`src/rtl/fetch_unit.sv`:
```
// fetch_unit: instruction-fetch stage feeding the IF/ID pipeline register.
// Owns the PC, issues icache reads, and buffers one returned instruction
// while decode is stalled. Applies downstream redirects and halt.
module fetch_unit #(
  parameter int unsigned WORD_W  = 32,
  parameter logic [WORD_W-1:0] PC_INIT = '0
) (
  input  logic              CLK,
  input  logic              RST,
  input  logic              ihit,
  input  logic [WORD_W-1:0] imemload,
  output logic              imemREN,
  output logic [WORD_W-1:0] imemaddr,
  input  logic              id_stall,
  input  logic              redirect,
  input  logic [WORD_W-1:0] redirect_pc,
  input  logic              halt,
  output logic              if_id_en,
  output logic              if_id_flush,
  output logic [WORD_W-1:0] if_instr,
  output logic [WORD_W-1:0] if_pc,
  output logic [WORD_W-1:0] if_npc
);

  localparam int unsigned    INSTR_BYTES = 4;
  localparam logic [WORD_W-1:0] PC_STEP  = WORD_W'(INSTR_BYTES);

  typedef enum logic [1:0] {
    FETCH  = 2'd0,
    HOLD   = 2'd1,
    HALTED = 2'd2
  } state_t;

  state_t            state, next_state;
  logic [WORD_W-1:0] pc, next_pc;
  logic [WORD_W-1:0] hold_instr, next_hold;
  logic [WORD_W-1:0] pc_plus4;

  // Sequential PC increment; wraps silently at the top of the address space.
  assign pc_plus4 = pc + PC_STEP;

  // State, PC and hold-buffer registers with synchronous reset.
  always_ff @(posedge CLK) begin
    if (RST) begin
      state      <= FETCH;
      pc         <= PC_INIT;
      hold_instr <= '0;
    end else begin
      state      <= next_state;
      pc         <= next_pc;
      hold_instr <= next_hold;
    end
  end

  // Next-state and combinational IF/ID / icache outputs.
  always_comb begin
    next_state  = state;
    next_pc     = pc;
    next_hold   = hold_instr;
    imemREN     = 1'b0;
    imemaddr    = pc;
    if_id_en    = 1'b0;
    if_id_flush = 1'b0;
    if_instr    = hold_instr;
    if_pc       = pc;
    if_npc      = pc_plus4;

    unique case (state)
      FETCH: begin
        imemREN  = 1'b1;
        if_instr = imemload;
        if (ihit && !id_stall) begin
          if_id_en = 1'b1;
          next_pc  = pc_plus4;
        end else if (ihit) begin
          // Decode busy: park the returned word and stop reading.
          next_hold  = imemload;
          next_state = HOLD;
        end
      end
      HOLD: begin
        if (!id_stall) begin
          if_id_en   = 1'b1;
          next_pc    = pc_plus4;
          next_state = FETCH;
        end
      end
      HALTED: begin
        // Fetch frozen until reset.
      end
      default: begin
        next_state = FETCH;
      end
    endcase

    // Halt and redirect override normal flow; halt wins and keeps the PC.
    if (state != HALTED) begin
      if (halt) begin
        imemREN     = 1'b0;
        if_id_en    = 1'b1;
        if_id_flush = 1'b1;
        next_pc     = pc;
        next_hold   = hold_instr;
        next_state  = HALTED;
      end else if (redirect) begin
        // Same-cycle ihit is discarded; target used exactly as given.
        imemREN     = 1'b0;
        if_id_en    = 1'b1;
        if_id_flush = 1'b1;
        next_pc     = redirect_pc;
        next_hold   = '0;
        next_state  = FETCH;
      end
    end
  end

endmodule

```
`config.mk`:
```
export PLATFORM = sky130hd
export DESIGN_NAME = fetch_unit
export DESIGN_NICKNAME = d
export VERILOG_FILES = /design/src/rtl/fetch_unit.sv
export SDC_FILE = /design/constraint.sdc
export NUM_CORES = 1
export LEC_CHECK = 0
export BUFFER_PORTS_ARGS = -buffer_cell sky130_fd_sc_hd__buf_4
export CAP_MARGIN = 10
export CORE_AREA = 2 2 104 106
export CTS_CLUSTER_SIZE = 16
export DETAILED_ROUTE_END_ITERATION = 12
export DIE_AREA = 0 0 106 108
export PLACE_DENSITY_LB_ADDON = 0.25
export SKIP_LAST_GASP = 1
export SYNTH_ARGS = -nofsm -noshare
export SYNTH_HDL_FRONTEND = slang
export SYNTH_SLANG_ARGS = --single-unit
```
`constraint.sdc`:
```
create_clock -name CLK -period 2.4 [get_ports CLK]
set_clock_uncertainty 0.1 [all_clocks]
set_input_delay 0.48 -clock CLK [delete_from_list [all_inputs] [get_ports CLK]]
set_output_delay 0.48 -clock CLK [all_outputs]
set_load 0.02 [all_outputs]
```
==> out/metrics.cfg <==
[run_status]
outcome=complete, but fails checks
violations=setup timing

[global_route]
track_usage_pct=25.9
global_route.usage.met1_pct=31.4
use_met2_pct=44.6
grt_start_max_net_pins=44
antenna_found_initial=0
grt_use_met3_pct=5.49
grt_pass1_wl_mm=23.6
grt.busiest_layer=met2
first_global_vias=4763
grt.overflow.total=0

[logic_synthesis]
synth_seq_cells=66
ys.flop_type=dfxtp_1
synth_edf_count=0
avgSynthCellArea_sq_um=8.38
synth_warnings=0
synth_seq_area_share_pct=30.3
synth_fp_nets=591
postSynth.asyncResetShare_pct=0
syn_inst=520
synth_top_cell_area_share_pct=30.3
synth_area_sq_mm=0.00436
ys_types=69
synth_area_leader_cell=dfxtp_1
synth_area_leaders=dfxtp_1 30%, mux2_2 8.5%, buf_4 6.2%

[power_and_ir_drop]
p_per_area_mw_per_mm2=464
ir_worst_vdd_mv=0.297
p_leak_nw=3.12

[critical_path]
crit_arrival_ns=2.23
critical_path_class=register to output pin
crit_path_end_kind=output pin
crit_required_ns=1.82
start_kind=register
critPathMaxFanout=3

[cells_and_area]
layout.nets=820
antenna_cells=0
mostFrequentLayoutCells=279 x buf_4, 65 x nor2_1, 49 x dfxtp_1
area_growth_pct=57.9
fin_area_sq_mm=0.00688
drive_gt1_share_pct=53.6
final_cells=890
final_core_util_pct=67.2
layout_commonest_cell=buf_4

[clocking]
cts.sinks=66
cts_buffer_depth=2
h-tree-depth=3
cts_buffers=9
clock_latency_ns=0.36
cts_hold_buf=0
cts_tree=built
cts_root_buf=clkbuf_8
path_clk_slew_ns=0.08

[drt]
vias_per_cell=5.55
routedWlPerCell_um=17.2
wl_mm=15.3
drc=0
via_count=4939
firstDrtPassIters=5
antenna_left=0
drtIter0Drc=248

[placement]
numPlacedInstances=852
gp_congestion=0.909
hpwl_mm=10.9
port_buffers=200
pre_cts_slack_ns=-0.138
dpl_cell_area_sq_mm=0.00626

[timing]
timing.final.crit_share_pct=117
tightest_slew_ns=1.13
slew_viol_final=0
max_freq_mhz=356
period_needed_ns=2.81
timing.slew.headroom_pct=23.9
finalWorstSetupSlack_ns=-0.413
final-setup-viol-count=16
rsz0062_at_grt=yes
hold_viol_final=0

[job]
drv_cap=0

[hold_path]
min_path_type=input pin to register

[floorplanning]
die_h_um=108
core-area_sq_mm=0.0102
io_pins=201
die_w_um=106
initial_utilization_pct=42.6
die_area_sq_mm=0.0114
rows=37

synthesized netlist by cell type (2+ instances only):
library cell  number
or2_2              2
a211oi_1           5
dfxtp_1           66
o211ai_1           3
nand4b_1           2
a311oi_1           4
xor2_1            12
a21o_1             2
xnor2_1           19
clkbuf_1          30
mux2_2            33
clkbuf_8           2
inv_1             10
nor4_4             2
buf_4             36
o221ai_1           6
nand2b_1           5
nor4_1            10
and3_1             5
a21oi_1           15
a32oi_1            3
o22ai_1            3
nor2_1            68
nand3_1           21
nor3_1            17
nand4_1           11
mux2i_1            9
a31oi_1            2
o2111ai_1          4
and4_1             3
a22o_1             3
buf_6              2
a22oi_1           33
nand2_1           27
o21ai_0           10
a2bb2oi_1          2
layer usage:
layer | wire length [um] | up-vias
li1 | - | 2324
met1 | 6060 | 2309
met2 | 7510 | 274
met3 | 1420 | 32
met4 | 354 | 0
met5 | 0 | -
per-stage QoR:
stage	power (mW)	setup TNS [ns]	hold WS, ns
floorplan	1.80	-1.64	0.356
global placement	2.20	-0.266	0.370
detailed placement	2.21	-0.442	0.382
CTS	3.18	-4.42	0.247
global route	3.32	-5.38	0.250
finish	3.19	-3.94	0.257
registers in the layout, indices dropped and copies added, names as in the netlist:
signal      cells
hold_instr     32
state           2
if_pc          32
logic make-up after synthesis:
group | Yosys count | share of synthesized area [%]
XOR/XNOR | 31 | 6.23
AND/OR/NAND/NOR | 188 | 22.7
adder cells (fa/ha/maj) | 1 | 0.287
flip-flops | 66 | 30.3
AO/OA/AOI/OAI | 107 | 18.1
buffers and inverters | 85 | 11.7
multiplexers | 42 | 10.6
what timing repair did:
item / in CTS / in global routing
pin swaps: 14 / 21
buffers inserted: 13 / 8
setup endpoints to repair: 48 / 57
gates resized for setup: 19 / 24
gates cloned: 1 / 2
path summary, 6_finish.rpt:
check	startpoint	endpoint	slack (ns)	depth (start not counted)
worst max-delay path	if_pc[5]$_SDFFE_PP0N_	if_npc[29]	-0.41	5
worst min-delay path	RST	if_pc[3]$_SDFFE_PP0N_	0.26	2
worst max register to register	if_pc[5]$_SDFFE_PP0N_	if_pc[25]$_SDFFE_PP0N_	0.05	8
worst min register to register	if_pc[1]$_SDFFE_PP0P_	if_pc[1]$_SDFFE_PP0P_	0.39	2
critical path, stage by stage, from the launching register on:
cell     delay [ns]
dfxtp_2        0.37
nand3_4        0.08
or4_4          0.54
or4b_4         0.61
xnor2_4        0.15
buf_6          0.13
area by class of cell:
class | instances | area (sq um)
Sequential cell | 66 | 1360
Fill cell | 815 | 3350
Timing Repair Buffer | 293 | 2320
Clock buffer | 11 | 141
Tap cell | 136 | 170
Clock inverter | 5 | 53.8
Inverter | 10 | 37.5
Multi-Input combinational cell | 369 | 2790
where the power goes:
group | switching, mW | total [mW] | internal [mW]
sequential | 0.0414 | 1.18 | 1.14
clock | 0.450 | 0.953 | 0.503
combinational | 0.561 | 1.05 | 0.490
(Power assumes the default switching activity.)
